[src/rtl/instr_fetch_unit_if.sv]
// Fetch-stage bus: PC handshake, instruction memory port and decode-facing output register.
interface instr_fetch_unit_if #(
  parameter int unsigned STALL_CNT_W = 16
);
  logic [31:0]            pcAddress;
  logic                   pcHold;
  logic                   flush;
  logic                   decodeStall;
  logic                   memReq;
  logic [31:0]            memAddr;
  logic                   memReady;
  logic [31:0]            memData;
  logic                   instrValid;
  logic [31:0]            instrOut;
  logic [31:0]            instrPC;
  logic [STALL_CNT_W-1:0] stallCount;

  // Fetch unit side
  modport master (
    input  pcAddress, flush, decodeStall, memReady, memData,
    output pcHold, memReq, memAddr, instrValid, instrOut, instrPC, stallCount
  );

  // Environment side (PC, branch logic, memory, decode)
  modport slave (
    output pcAddress, flush, decodeStall, memReady, memData,
    input  pcHold, memReq, memAddr, instrValid, instrOut, instrPC, stallCount
  );
endinterface

[src/rtl/instr_fetch_unit.sv]
// Instruction fetch unit: one outstanding request to instruction memory, a one-entry output
// register towards decode, and redirect (flush) handling that drains uncancellable requests.
module instr_fetch_unit #(
  parameter logic [31:0] NOP_INSTR   = 32'h0000_0000,
  parameter int unsigned STALL_CNT_W = 16
) (
  input  logic               clk,
  input  logic               reset,
  instr_fetch_unit_if.master bus
);

  typedef enum logic [1:0] {StIdle, StWait, StDrain} state_e;

  state_e                 state_q, state_d;
  logic [31:0]            addr_q, addr_d;
  logic                   valid_q, valid_d;
  logic [31:0]            instr_q, instr_d;
  logic [31:0]            ipc_q, ipc_d;
  logic [STALL_CNT_W-1:0] cnt_q, cnt_d;

  logic consume;
  logic can_issue;

  assign consume   = valid_q & ~bus.decodeStall;
  assign can_issue = ~bus.flush & (~valid_q | ~bus.decodeStall);

  // Next-state and datapath update for the fetch FSM
  always_comb begin
    state_d = state_q;
    addr_d  = addr_q;
    valid_d = valid_q;
    instr_d = instr_q;
    ipc_d   = ipc_q;
    cnt_d   = cnt_q;

    unique case (state_q)
      StIdle: begin
        if (can_issue) begin
          addr_d  = bus.pcAddress;
          state_d = StWait;
        end
        if (consume) valid_d = 1'b0;
      end
      StWait: begin
        if (bus.memReady) begin
          if (!bus.flush) begin
            instr_d = bus.memData;
            ipc_d   = addr_q;
            valid_d = 1'b1;
          end
          state_d = StIdle;
        end else if (bus.flush) begin
          // The request cannot be withdrawn; swallow its response later
          state_d = StDrain;
        end
      end
      StDrain: begin
        if (bus.memReady) state_d = StIdle;
      end
      default: state_d = StIdle;
    endcase

    // Redirect wins over any response landing on the same edge
    if (bus.flush) begin
      valid_d = 1'b0;
      instr_d = NOP_INSTR;
    end

    if ((state_q != StIdle) && !bus.memReady && (cnt_q != {STALL_CNT_W{1'b1}})) begin
      cnt_d = cnt_q + 1'b1;
    end
  end

  // State and datapath registers
  always_ff @(posedge clk or posedge reset) begin
    if (reset) begin
      state_q <= StIdle;
      addr_q  <= '0;
      valid_q <= 1'b0;
      instr_q <= NOP_INSTR;
      ipc_q   <= '0;
      cnt_q   <= '0;
    end else begin
      state_q <= state_d;
      addr_q  <= addr_d;
      valid_q <= valid_d;
      instr_q <= instr_d;
      ipc_q   <= ipc_d;
      cnt_q   <= cnt_d;
    end
  end

  // PC moves only on an accepted response or a redirect
  assign bus.pcHold     = reset | ~(bus.flush | ((state_q == StWait) & bus.memReady));
  assign bus.memReq     = (state_q != StIdle);
  assign bus.memAddr    = addr_q;
  assign bus.instrValid = valid_q;
  assign bus.instrOut   = instr_q;
  assign bus.instrPC    = ipc_q;
  assign bus.stallCount = cnt_q;

endmodule
[src/flat_wrapper.sv]
// flat-port wrapper written by rule: the top's interface ports become plain ports
module instr_fetch_unit_flat 
#(
  parameter logic [31:0] NOP_INSTR   = 32'h0000_0000,
  parameter int unsigned STALL_CNT_W = 16
)
  (clk, reset, bus_pcAddress, bus_flush, bus_decodeStall, bus_memReady, bus_memData, bus_pcHold, bus_memReq, bus_memAddr, bus_instrValid, bus_instrOut, bus_instrPC, bus_stallCount);
  instr_fetch_unit_if #(.STALL_CNT_W(STALL_CNT_W)) bus_i ();
  input  logic clk;
  input  logic reset;
  input wire logic [$bits(bus_i.pcAddress)-1:0] bus_pcAddress;
  input wire logic [$bits(bus_i.flush)-1:0] bus_flush;
  input wire logic [$bits(bus_i.decodeStall)-1:0] bus_decodeStall;
  input wire logic [$bits(bus_i.memReady)-1:0] bus_memReady;
  input wire logic [$bits(bus_i.memData)-1:0] bus_memData;
  output wire logic [$bits(bus_i.pcHold)-1:0] bus_pcHold;
  output wire logic [$bits(bus_i.memReq)-1:0] bus_memReq;
  output wire logic [$bits(bus_i.memAddr)-1:0] bus_memAddr;
  output wire logic [$bits(bus_i.instrValid)-1:0] bus_instrValid;
  output wire logic [$bits(bus_i.instrOut)-1:0] bus_instrOut;
  output wire logic [$bits(bus_i.instrPC)-1:0] bus_instrPC;
  output wire logic [$bits(bus_i.stallCount)-1:0] bus_stallCount;
  assign bus_i.pcAddress = bus_pcAddress;
  assign bus_i.flush = bus_flush;
  assign bus_i.decodeStall = bus_decodeStall;
  assign bus_i.memReady = bus_memReady;
  assign bus_i.memData = bus_memData;
  assign bus_pcHold = bus_i.pcHold;
  assign bus_memReq = bus_i.memReq;
  assign bus_memAddr = bus_i.memAddr;
  assign bus_instrValid = bus_i.instrValid;
  assign bus_instrOut = bus_i.instrOut;
  assign bus_instrPC = bus_i.instrPC;
  assign bus_stallCount = bus_i.stallCount;
  instr_fetch_unit #(.NOP_INSTR(NOP_INSTR), .STALL_CNT_W(STALL_CNT_W)) u_core (.clk(clk), .reset(reset), .bus(bus_i));
endmodule
[config.mk]
export PLATFORM = sky130hd
export DESIGN_NAME = instr_fetch_unit_flat
export DESIGN_NICKNAME = d
export VERILOG_FILES = /design/src/rtl/instr_fetch_unit_if.sv /design/src/rtl/instr_fetch_unit.sv /design/src/flat_wrapper.sv
export SDC_FILE = /design/constraint.sdc
export NUM_CORES = 1
export LEC_CHECK = 0
export BUFFER_PORTS_ARGS = -buffer_cell sky130_fd_sc_hd__buf_2
export CORE_ASPECT_RATIO = 1.75
export CORE_UTILIZATION = 35
export CTS_CLUSTER_DIAMETER = 150
export DETAILED_ROUTE_END_ITERATION = 7
export GPL_ROUTABILITY_DRIVEN = 0
export PLACE_DENSITY = 0.71
export SLEW_MARGIN = 15
export SYNTH_ARGS = -nofsm -noshare
export SYNTH_HDL_FRONTEND = slang
export SYNTH_SLANG_ARGS = --single-unit
[constraint.sdc]
create_clock -name clk -period 4.1 [get_ports clk]
set_clock_uncertainty 0.1 [all_clocks]
set_input_delay 0.205 -clock clk [delete_from_list [all_inputs] [get_ports clk]]
set_output_delay 0.205 -clock clk [all_outputs]
set_load 0.01 [all_outputs]
## Word-level counts from Yosys, hierarchy flattened

Cells that the tools add are included.

| word-level totals | value |
|---|---|
| output and inout bits | 115 |
| logic and storage cells | 49 |
| register bits | 115 |
| memories | 0 |
| input port bits | 69 |
| bits in latches | 0 |
| memory bits (read-only) | 0 |
| RAM bits | 0 |

| operators by class | value |
|---|---|
| reductions and logical operators | 13 |
| bitwise operators | 10 |
| eq/ne operators | 7 |
| shifts and indexed selects | 0 |
| $lt $le $gt $ge | 0 |
| divide/modulo/power cells | 0 |
| multiply operators | 0 |
| muxes and demuxes | 12 |
| add/sub/neg operators | 1 |

Operators with widths:

| kind | number |
|---|---|
| 2-to-1 mux 32 bit | 3 |
| adder 16 x 1 -> 16 bit (second input constant) | 1 |
| != test 16 bit (second input constant) | 1 |
| AND reduction 3 bit | 3 |
| 2-to-1 mux 2 bit | 4 |
| case mux 2 bit (3 select lines) | 1 |
| nonzero test 2 bit | 3 |
| inverter 1 bit | 4 |
| AND reduction 2 bit | 2 |
| AND 1 bit | 3 |
| 2-to-1 mux 1 bit | 3 |
| != test 3 x 2 -> 1 bit (second input constant) | 1 |
| != test 3 bit (second input constant) | 1 |
| bitwise OR 1 bit | 3 |
| nonzero test 3 bit | 1 |
| == test 2 x 1 -> 1 bit (second input constant) | 1 |
| == test 2 bit (second input constant) | 1 |
| logical AND 1 bit | 2 |
| logical NOT 2 bit | 1 |
| != test 2 x 1 -> 1 bit (second input constant) | 1 |
| != test 2 bit (second input constant) | 1 |
| case mux 1 bit (2 select lines) | 1 |
| logical NOT 1 bit | 1 |

## Depth between registers and ports, before layout

| depth | value |
|---|---|
| word-level depth | 5 |
| gate-level depth with buffers | 5 |
| depth with buffers taken out | 5 |

## Least setup slack after synthesis

OpenSTA, ideal clock, no wires.

| timing path | value |
|---|---|
| path type | reg-to-reg |
| start | register u_core.cnt_q[0], in the netlist u_core.bus.stallCount[0] |
| end | register u_core.cnt_q[1], in the netlist u_core.bus.stallCount[1] |
| cell stages (with the launch flop) | 6 |
| arrival time | 1.582 ns |
| data required time | 3.875 ns |
| path buffers | 0 |
| path slack | 2.293 ns |
| cell sequence | dfrtp_1 ha_1 and3_1 nor4b_4 nor2_2 mux2_4 |

| between the ends | value |
|---|---|
| cells in the longest elaborated chain, start to end | 2 |

Ends and longest elaborated chain:

| item | RTL line | text |
|---|---|---|
| from (decl) | instr_fetch_unit.sv:19 | `logic [STALL_CNT_W-1:0] cnt_q, cnt_d;` |
| from (signal assigned) | instr_fetch_unit.sv:89 | `cnt_q <= cnt_d;` |
| branches (longest 2 deep; another with adder 16 x 1 -> 16 bit) | -- |  |

Parallel ways; which one is timed is not known.
A chain may end at the register's enable or synchronous reset.

## Final worst setup path

| timing path | value |
|---|---|
| start | register u_core.state_q[0] |
| end | register u_core.ipc_q[7], in the netlist u_core.bus.instrPC[7] |

| between the ends | value |
|---|---|
| cells in the longest elaborated chain, start to end | 2 |

Ends and longest elaborated chain:

| item | RTL line | text |
|---|---|---|
| from (decl) | instr_fetch_unit.sv:14 | `state_e state_q, state_d;` |
| from (signal assigned) | instr_fetch_unit.sv:77 | `state_q <= StIdle;` |
| from (signal assigned) | instr_fetch_unit.sv:84 | `state_q <= state_d;` |
| == test 2 x 1 -> 1 bit | instr_fetch_unit.sv:36 | `unique case (state_q)` |
| AND reduction 3 bit (no source line) | -- |  |
| to (signal assigned) | instr_fetch_unit.sv:88 | `ipc_q <= ipc_d;` |
| to (decl) | instr_fetch_unit.sv:18 | `logic [31:0] ipc_q, ipc_d;` |

Every way passes these cells.

==> results.md <==
* Drt wl/cell at 16.0 µm
* PD cells at 613 nW/µm²
* Post-synth net total at roughly 360
* Yosys top cell area share at 0.643
* PortBufs at between 150 and 200
* CP delay by family, top: simple AND/OR/NAND/NOR gates
* Starting Density at 0.358
* Slew @ Worst Pin at between 0.8 and 0.9 ns
* Antenna viol nets, final at 0
* Slew headroom at 0.416
* Data required, critical path at 4.29 ns
* Tmin final at ~2.4 ns
* Leak at 3.45 nW
* CTS root buf: clkbuf_16
* Fmax achieved at 418 MHz
* Nets at 622
* First-pass GRT wire length at approximately 18,000 µm
* Clock slew at reported path FFs at 0.05 ns
* GR Overflow Total at 0
* Mapped Cells at about 290
* Area grow syn2layout at 53.0%
* Num CTS Buffers at 17
* Synthesized area at ~4500 µm²
* Count of final setup violators at 0
* Die W at 87.5 µm
* H-tree depth reported by CTS at 4
* Maxcap violations at 0
* Drt pass-1 iters at 4
* CP max stage cell: and3_2
* Asr flop ratio synth at 1.00
* Crit path capture type: flop
* Max clock buf depth at 2
* Final Hold Slack at 0.0536 ns
* Max-slew violation count at 0
* CTS tree: built
* FF-to-FF Start: u_core.state_q[0]
* Worst hold path class: input pin to flop
* Setup TNS Final at 0 ns
* Dominant cell type by area after synthesis: dfrtp_1
* Dpl hpwl at 7540 µm
* Post-synth EDFFs at 0
* Fraction of layout cells with a size suffix above 1 at 0.512
* Post-synth top flop: dfrtp_1
* Arrival @ worst endpoint at 2.58 ns
* Die Ht at 152 µm
* CP Max Fanout at 35
* Fill cell count at 1,023
* Largest net degree at the start of global routing at 48
* Vias in the first global route at 3,588
* Clk sinks at 115
* Detailed Route WL at ~12,000 µm
* Fin crit share at 0.584
* Critical path startpoint: u_core.state_q[0]
* Boundary pin count at about 180
* RSZ-0062 raised after global routing: false
* Critical path type: flop to flop
* DR vias at between 3,000 and 4,000
* Critical path, cell by cell: nor2b_1, and3_2, buf_12, mux2_2
* Vias per cell at 4.80
* CP Buf/Inv Count at 1
* Synth Area per Inst at 15.3 µm²
* Hold_sp: bus_flush
* Status: finished clean
* VDD IR max at slightly below 0.3 mV
* Gr usage total at 0.180
* Library cells used by synthesis at 38
* Seq cells post-synth at 115
* Yosys warns at 0
* Core area at approximately 12,000 µm²
* Final hold violations at 0
* Worst path max stage delay at 0.83 ns
* Setup crit start kind: flop
* Initial antenna violation count at 1
* Drc violations at 0
* Std cell rows at 54
* Die area at 13,300 µm²
* Clock Latency Late Sink at 0.41 ns
* Largest cells by area after synthesis: dfrtp_1, mux2_2, a22o_1
* Register area share after synthesis at 0.643
* # diodes at 0
* DRT iter0 DRCs at 97
synthesized netlist by cell type (2+ instances only):
cell type	n
and4_2	2
a22o_1	32
nand3_1	3
xor2_1	13
nor2b_1	2
nand2_1	4
a31o_2	2
buf_4	5
inv_1	4
clkbuf_1	3
nor2_1	5
mux2_1	12
nand4_1	3
dfrtp_1	115
nand4_2	2
a21oi_1	3
xnor2_1	2
nor3b_1	2
mux2_2	52
and3_1	2
nor3_1	3
buf_2	5
path summary, 6_finish.rpt:
path / endpoint / slack (ns) / cells after the start
worst max-delay path: u_core.bus.instrPC[7] / 1.70 / 4
worst min-delay path: u_core.state_q[1] / 0.05 / 3
worst max register to register: u_core.bus.instrPC[7] / 1.70 / 4
worst min register to register: u_core.bus.instrOut[30] / 0.39 / 1
max in group asynchronous: u_core.bus.instrOut[9] / 2.59 / 4
min in group asynchronous: u_core.bus.instrOut[20] / 0.32 / 3
cells by family (layout without fill, tap and decap cells):
| family | count (synthesis) | in the layout | synth area share |
|---|---|---|---|
| AND/OR/NAND/NOR | 36 | 36 | 0.0556 |
| multiplexers | 65 | 65 | 0.164 |
| AO/OA/AOI/OAI | 43 | 43 | 0.0852 |
| adder cells (fa/ha/maj) | 1 | 1 | 0.00279 |
| buffers and inverters | 17 | 290 | 0.0198 |
| flip-flops | 115 | 115 | 0.643 |
| XOR/XNOR | 15 | 15 | 0.0293 |
per-layer routing:
metal	part of all wire	GRT usage	vias to the layer above
li1	-	-	1601
met1	0.38	0.192	1772
met2	0.55	0.317	125
met3	0.053	0.0585	18
met4	0.019	0.0844	2
met5	0.00068	0	-
worst min-delay path: cells and delay by family:
| kind | cells | cell delay (ns) |
|---|---|---|
| AND/OR/NAND/NOR | 1 | 0.09 |
| AO/OA/AOI/OAI | 1 | 0.08 |
| buffers and inverters | 1 | 0.14 |
flip-flops by register name (all words and copies together) (netlist names):
register / flops
u_core.bus.instrValid: 1
u_core.bus.stallCount: 16
u_core.bus.instrOut: 32
u_core.bus.instrPC: 32
u_core.state_q: 2
u_core.bus.memAddr: 32
layout by cell type (no fill, tap or decap), drive strengths merged:
master / synthesis / layout
xor2: 13 / 13
nand2: 4 / 4
a31o: 2 / 2
dlygate4sd3: 0 / 66
nor2b: 2 / 2
buf: 10 / 188
ha: 1 / 1
nor2: 6 / 6
or3: 2 / 2
a2111oi: 1 / 1
a211oi: 2 / 2
nor4b: 2 / 2
nand4: 5 / 5
nor4: 1 / 1
and3: 2 / 2
mux2: 65 / 65
nand3: 3 / 3
a22o: 32 / 32
or2: 2 / 2
xnor2: 2 / 2
nor3: 3 / 3
and4: 2 / 2
a21oi: 3 / 3
inv: 4 / 4
dfrtp: 115 / 115
o21ba: 1 / 1
nor3b: 2 / 2
clkbuf: 3 / 19
bufinv: 0 / 3
o2111ai: 1 / 1
o21bai: 1 / 1
clkinvlp: 0 / 5
clkinv: 0 / 5
repair_timing:
| action | CTS | global route |
|---|---|---|
| hold endpoints to repair | 106 | 0 |
| resized for setup | 0 | 0 |
| setup buffers | 0 | 0 |
| hold buffers | 66 | 0 |
power breakdown:
group | internal, mW | switching [mW] | total, mW
Clock | 0.967 | 0.508 | 1.47
Sequential | 1.46 | 0.217 | 1.67
Combinational | 0.550 | 0.497 | 1.05
metrics by stage:
| step | cell area [µm²] | cells | utilization | total power, mW | worst slack, ns |
|---|---|---|---|---|---|
| 6_report | 6850 | 733 | 0.548 | 4.20 | 1.70 |
| 5_1_grt | 6850 | 733 | 0.548 | 4.41 | 1.54 |
| 4_1_cts | 6850 | 733 | 0.548 | 4.24 | 1.66 |
| 3_5_place_dp | 5590 | 635 | 0.447 | 2.69 | 1.67 |
| 3_3_place_gp | 5590 | 635 | 0.447 | 2.65 | 1.78 |
| 2_1_floorplan | 4480 | 292 | - | 2.21 | 0.751 |
area by class of cell:
| class | count | area, µm² | area share |
|---|---|---|---|
| sequential | 115 | 2880 | 0.420 |
| clock inverter | 13 | 160 | 0.0234 |
| inverter | 4 | 17.5 | 0.00256 |
| timing repair buffer | 254 | 1630 | 0.237 |
| clock buffer | 19 | 443 | 0.0647 |
| tap | 168 | 210 | 0.0307 |
| multi-input combinational | 160 | 1520 | 0.221 |
Note: power is estimated with default switching activity, not from simulation.
